## src/rtl/mc_control.sv

```systemverilog
// Multicycle LEGv8 control FSM: sequences fetch/decode/execute/memory/writeback
// and guards every memory wait with a timeout that drops into a sticky fault HALT.
module mc_control #(
  parameter int TIMEOUT = 16
) (
  input  logic        clk,
  input  logic        rst,
  input  logic [10:0] opcode,
  input  logic        zero,
  input  logic        mem_ready,
  output logic        PCWrite,
  output logic        IRWrite,
  output logic        IorD,
  output logic        MemRead,
  output logic        MemWrite,
  output logic        RegWrite,
  output logic        MemtoReg,
  output logic        Reg2Loc,
  output logic        ALUSrcA,
  output logic [1:0]  PCSrc,
  output logic [1:0]  ALUSrcB,
  output logic [1:0]  ALUOp,
  output logic        retire,
  output logic        fault,
  output logic [3:0]  state
);

  localparam logic [3:0] S_FETCH    = 4'd0;
  localparam logic [3:0] S_DECODE   = 4'd1;
  localparam logic [3:0] S_MEM_ADDR = 4'd2;
  localparam logic [3:0] S_MEM_RD   = 4'd3;
  localparam logic [3:0] S_LD_WB    = 4'd4;
  localparam logic [3:0] S_MEM_WR   = 4'd5;
  localparam logic [3:0] S_R_EXEC   = 4'd6;
  localparam logic [3:0] S_R_WB     = 4'd7;
  localparam logic [3:0] S_CBZ      = 4'd8;
  localparam logic [3:0] S_BRANCH   = 4'd9;
  localparam logic [3:0] S_HALT     = 4'd10;

  localparam int CW = $clog2(TIMEOUT + 1);

  logic [3:0]    next_state;
  logic          next_fault;
  logic [CW-1:0] wait_cnt;
  logic          is_ldur, is_stur, is_rtype, is_cbz, is_b;
  logic          mem_wait_state, timed_out;

  assign is_ldur  = (opcode == 11'b11111000010);
  assign is_stur  = (opcode == 11'b11111000000);
  assign is_rtype = (opcode == 11'b10001011000) || (opcode == 11'b11001011000) ||
                    (opcode == 11'b10001010000) || (opcode == 11'b10101010000);
  assign is_cbz   = (opcode[10:3] == 8'b10110100);
  assign is_b     = (opcode[10:5] == 6'b000101);

  assign mem_wait_state = (state == S_FETCH) || (state == S_MEM_RD) || (state == S_MEM_WR);
  // A ready arriving on the last allowed cycle still completes the access.
  assign timed_out = mem_wait_state && !mem_ready && (wait_cnt == CW'(TIMEOUT - 1));

  always_comb begin
    next_state = state;
    next_fault = fault;
    case (state)
      S_FETCH:    if (mem_ready) next_state = S_DECODE;
      S_DECODE: begin
        if (is_ldur || is_stur) next_state = S_MEM_ADDR;
        else if (is_rtype)      next_state = S_R_EXEC;
        else if (is_cbz)        next_state = S_CBZ;
        else if (is_b)          next_state = S_BRANCH;
        else begin
          next_state = S_HALT;
          next_fault = 1'b1;
        end
      end
      S_MEM_ADDR: begin
        if (is_ldur)      next_state = S_MEM_RD;
        else if (is_stur) next_state = S_MEM_WR;
        else begin
          next_state = S_HALT;
          next_fault = 1'b1;
        end
      end
      S_MEM_RD:   if (mem_ready) next_state = S_LD_WB;
      S_LD_WB:    next_state = S_FETCH;
      S_MEM_WR:   if (mem_ready) next_state = S_FETCH;
      S_R_EXEC:   next_state = S_R_WB;
      S_R_WB:     next_state = S_FETCH;
      S_CBZ:      next_state = S_FETCH;
      S_BRANCH:   next_state = S_FETCH;
      S_HALT:     next_state = S_HALT;
      default: begin
        next_state = S_HALT;
        next_fault = 1'b1;
      end
    endcase
    if (timed_out) begin
      next_state = S_HALT;
      next_fault = 1'b1;
    end
  end

  // The wait counter only runs while parked in a memory state; any move clears it.
  always_ff @(posedge clk) begin
    if (rst) begin
      state    <= S_FETCH;
      fault    <= 1'b0;
      wait_cnt <= '0;
    end else begin
      state <= next_state;
      fault <= next_fault;
      if (mem_wait_state && next_state == state) wait_cnt <= wait_cnt + 1'b1;
      else                                       wait_cnt <= '0;
    end
  end

  always_comb begin
    PCWrite  = 1'b0;
    IRWrite  = 1'b0;
    IorD     = 1'b0;
    MemRead  = 1'b0;
    MemWrite = 1'b0;
    RegWrite = 1'b0;
    MemtoReg = 1'b0;
    Reg2Loc  = 1'b0;
    ALUSrcA  = 1'b0;
    PCSrc    = 2'b00;
    ALUSrcB  = 2'b00;
    ALUOp    = 2'b00;
    retire   = 1'b0;
    case (state)
      S_FETCH: begin
        MemRead = 1'b1;
        ALUSrcB = 2'b01;
        IRWrite = mem_ready;
        PCWrite = mem_ready;
      end
      S_DECODE: begin
        ALUSrcB = 2'b11;
        Reg2Loc = is_stur || is_cbz;
      end
      S_MEM_ADDR: begin
        ALUSrcA = 1'b1;
        ALUSrcB = 2'b10;
      end
      S_MEM_RD: begin
        IorD    = 1'b1;
        MemRead = 1'b1;
      end
      S_LD_WB: begin
        RegWrite = 1'b1;
        MemtoReg = 1'b1;
        retire   = 1'b1;
      end
      S_MEM_WR: begin
        IorD     = 1'b1;
        MemWrite = 1'b1;
        retire   = mem_ready;
      end
      S_R_EXEC: begin
        ALUSrcA = 1'b1;
        ALUOp   = 2'b10;
      end
      S_R_WB: begin
        RegWrite = 1'b1;
        retire   = 1'b1;
      end
      S_CBZ: begin
        ALUSrcA = 1'b1;
        ALUOp   = 2'b01;
        PCSrc   = 2'b10;
        PCWrite = zero;
        retire  = 1'b1;
      end
      S_BRANCH: begin
        PCSrc   = 2'b10;
        PCWrite = 1'b1;
        retire  = 1'b1;
      end
      default: ;
    endcase
    // Nothing may commit while reset is held, whatever state we are leaving.
    if (rst) begin
      PCWrite  = 1'b0;
      IRWrite  = 1'b0;
      RegWrite = 1'b0;
      MemWrite = 1'b0;
      retire   = 1'b0;
    end
  end

endmodule

```

## config.mk

```make
export PLATFORM = sky130hd
export DESIGN_NAME = mc_control
export DESIGN_NICKNAME = d
export VERILOG_FILES = /design/src/rtl/mc_control.sv
export SDC_FILE = /design/constraint.sdc
export NUM_CORES = 1
export LEC_CHECK = 0
export BUFFER_PORTS_ARGS = -buffer_cell sky130_fd_sc_hd__buf_2
export CAP_MARGIN = 20
export CELL_PAD_IN_SITES_DETAIL_PLACEMENT = 0
export CELL_PAD_IN_SITES_GLOBAL_PLACEMENT = 1
export CORE_MARGIN = 5
export CORE_UTILIZATION = 31
export DETAILED_ROUTE_END_ITERATION = 10
export HOLD_SLACK_MARGIN = 0.06
export PLACE_DENSITY = 0.75
export SYNTH_ARGS = -nofsm -noshare
export SYNTH_HDL_FRONTEND = slang
export SYNTH_SLANG_ARGS = --single-unit
```

## constraint.sdc

```tcl
create_clock -name clk -period 2.2 [get_ports clk]
set_input_delay 0.22 -clock clk [delete_from_list [all_inputs] [get_ports clk]]
set_output_delay 0.22 -clock clk [all_outputs]
set_load 0.005 [all_outputs]
```

==> metrics.txt <==
worst vdd ir=0.0003309 V; final net count=approximately 190; Final Critical Period=2.127 ns; Min-Delay Path Class=primary input to flip-flop; CP most frequent cell=buf_4; synth unique cells=46; gpl congestion=0.7676; PD cells=just under 600 nW/um^2; drt pass-1 iters=4; max_cap viols=0; required time worst endpoint=2.40 ns; number of H-tree levels=1; number of synthesized flops with an enable pin=0; vias in the first global route=1081; most common cell after layout, fill and taps aside=buf_2; RSZ-0062 raised after global routing=true; Cell Int Power=501.9 uW; Clock Sinks=10; Flop pwr share=28.9%; maximum clock rate=about 470 MHz; drt via density=5.293; Max clock buf depth=2; Worst setup SP type=flip-flop; die width=67.21 um; ant diodes=0; post-placement cell area=1251 um^2; Seq/Total Area, Yosys=19.73%; Sw Share=between 30 and 40%; R2R depth=7; Worst-Skew Late Latency=around 0.28 ns; CTS tree=built; crit path DAT=2.32 ns; Port Buffers=34; CP Class=flip-flop to flip-flop; Die ar.=4517 um^2; hold wc startpoint=rst; status=complete, no violations; root buffer cell=clkbuf_4; # DRC=0; share of post-route cells with drive strength above 1=46.78%; final instance area=1400 um^2; Slew @ Worst Pin=0.5513 ns; largest net degree at the start of global routing=18; Cells on Worst Hold Path=2; hold path endpoint=state[1]; Setup TNS=0 ns; DRT iter0 DRCs=56; Final Hold Viols=0; Filler cells=332; CORE AREA=3103 um^2; DRT antenna net count=0; Main synth FF type=dfxtp_1; critical path's largest stage delay=0.52 ns; Tcrit/Tclk final=a little over nine tenths; first-pass GRT wire length=4940 um; NetSw=304.6 uW; Hold Buf Count CTS=0; routed length per instance=13.92 um; slowest cell on the critical path=dfxtp_1; clock share of power=21.5%; HPWL after DPL=between 2000 and 2500 um; R2R setup slack=0.07 ns; Comb pwr share=49.7%; FP Rows=20; worst reg2reg startpoint=state[2]; Crit Path Max Fanout=14; cells along the critical path=buf_4 > xnor2_1 > nor4b_1 > or3b_2 > o211ai_2 > buf_4 > a211oi_2; gate count after technology mapping=133; Cells after DPL=209; Syn Nets=150; initial antenna violation count=0; grt total ovfl=0; Clock Skews=0.01253 ns; most frequent cells in the layout=buf_2 (34), nor2_1 (14), buf_4 (11), nor3_1 (10); CTS Buf Count=3; Post-Syn Area=1015 um^2; post-synthesis register bit count=10; syn_area_per_cell=between 7 and 8 um^2; Total Routing Usage GR=13.92%; CTS clk-pin slew, worst paths=approximately 0.080 ns; Slew Limit Headroom=62.73%; Final Non-Filler Cells=215; fin. max-slew vios=0; setup violators final=0; Crit. End Element=flip-flop; Area growth, synth to finish=37.98%; r2r endpoint=wait_cnt[3]; Syn. warnings=0; total wire length=2992 um; Static Leak=around 0.00058 uW; Starting Density=between 30% and 40%; Async SR Flop Fraction=0%; IO Count=36; Die Y=67.21 um; via count=1138
-- cell usage after synthesis, types with 2 or more instances --
library cell  number  area [um^2]
nor3_1            10        50.05
and4bb_2           2        25.02
nor4_1             2        12.51
and2_1             2        12.51
nor4b_1            4        35.03
inv_1              3        11.26
a21oi_1            6        30.03
and3_1             2        12.51
nand3b_1           5        37.54
xnor2_1            2        17.52
or3b_2             2        17.52
o21ai_0            6        30.03
xor2_1             2        17.52
o21a_1             2        15.01
ha_1               2        25.02
clkbuf_1           5        18.77
a211oi_1           6        45.04
buf_2              3        15.01
nand3_1            3        15.01
buf_4              3        22.52
nor2_1            14        52.55
a21bo_2            2        20.02
dfxtp_1           10        200.2
or3_1              2        12.51
nand2_1            7        26.28
or3_2              2        15.01
nand2b_1           5        31.28
-- worst max path at each step --
stage | to | startpoint | depth (start not counted)
6_report | wait_cnt[3] | state[2] | 7
5_1_grt | wait_cnt[3] | wait_cnt[1] | 8
4_1_cts | wait_cnt[2] | wait_cnt[0] | 8
3_5_place_dp | wait_cnt[2] | wait_cnt[0] | 8
3_3_place_gp | wait_cnt[3] | wait_cnt[0] | 8
2_1_floorplan | wait_cnt[0] | wait_cnt[0] | 8
-- power by group through the flow --
| stage | clock network [uW] | logic, uW | registers (uW) |
|---|---|---|---|
| 6_report | 173 | 400 | 233 |
| 5_1_grt | 182 | 441 | 236 |
| 4_1_cts | 176 | 381 | 229 |
| 3_5_place_dp | 0 | 356 | 231 |
| 3_3_place_gp | 0 | 353 | 230 |
| 2_1_floorplan | 0 | 234 | 221 |
-- worst max-delay path: cells and delay by family, from the launching register on --
family	cells	cell delay, ns
AND/OR/NAND/NOR	2	0.72
flip-flops	1	0.52
buffers and inverters	2	0.43
AO/OA/AOI/OAI	2	0.26
XOR/XNOR	1	0.11
-- cells by family (layout without fill, tap and decap cells) --
| kind of cell | count (synthesis) | in the layout | share of synthesized area, % |
|---|---|---|---|
| other | 1 | 1 | 0.3696 |
| AND/OR/NAND/NOR | 73 | 73 | 47.35 |
| XOR/XNOR | 4 | 4 | 3.453 |
| flip-flops | 10 | 10 | 19.73 |
| adder cells (fa/ha/maj) | 2 | 2 | 2.466 |
| buffers and inverters | 14 | 52 | 6.658 |
| multiplexers | 1 | 1 | 0.9865 |
| AO/OA/AOI/OAI | 28 | 28 | 18.99 |
-- routing by layer --
layer / wire length, um / global-route usage (%) / up-vias
li1: - / - / 567
met1: 1310 / 17.35 / 542
met2: 1498 / 24.17 / 25
met3: 139 / 2.829 / 4
met4: 44 / 3.797 / 0
met5: 0 / 0 / -
-- area by class of cell --
type | count | area [um^2] | share of cell area (%)
multi-input cells | 109 | 840.8 | 60.05
repair buffers | 45 | 252.7 | 18.05
flip-flops and latches | 10 | 203.9 | 14.57
well taps | 44 | 55.05 | 3.932
clock buffers | 4 | 36.28 | 2.592
inverters | 3 | 11.26 | 0.8043
-- flip-flops by register name, summed over array words and instances (netlist names) --
register / count
wait_cnt: 5
state: 4
fault: 1
-- timing repair --
item	4_1_cts	5_1_grt
buffers inserted	1	1
setup endpoints to repair	6	5
pin swaps	9	9
cloned	0	0
endpoints found under the hold margin	0	0
resized for setup	11	10
-- per-stage QoR --
| step | setup WS [ns] | hold WS [ns] | utilization, % | total power, uW |
|---|---|---|---|---|
| floorplan | 0.07740 | 0.4229 | - | 454.4 |
| global placement | 0.02722 | 0.4991 | 40.32 | 582.8 |
| detailed placement | -0.04013 | 0.5118 | 40.32 | 586.7 |
| CTS | 0.02286 | 0.2650 | 42.94 | 786.6 |
| global route | -0.05957 | 0.2890 | 45.12 | 858.8 |
| finish | 0.07299 | 0.2607 | 45.12 | 806.5 |
(Power assumes the default switching activity.)
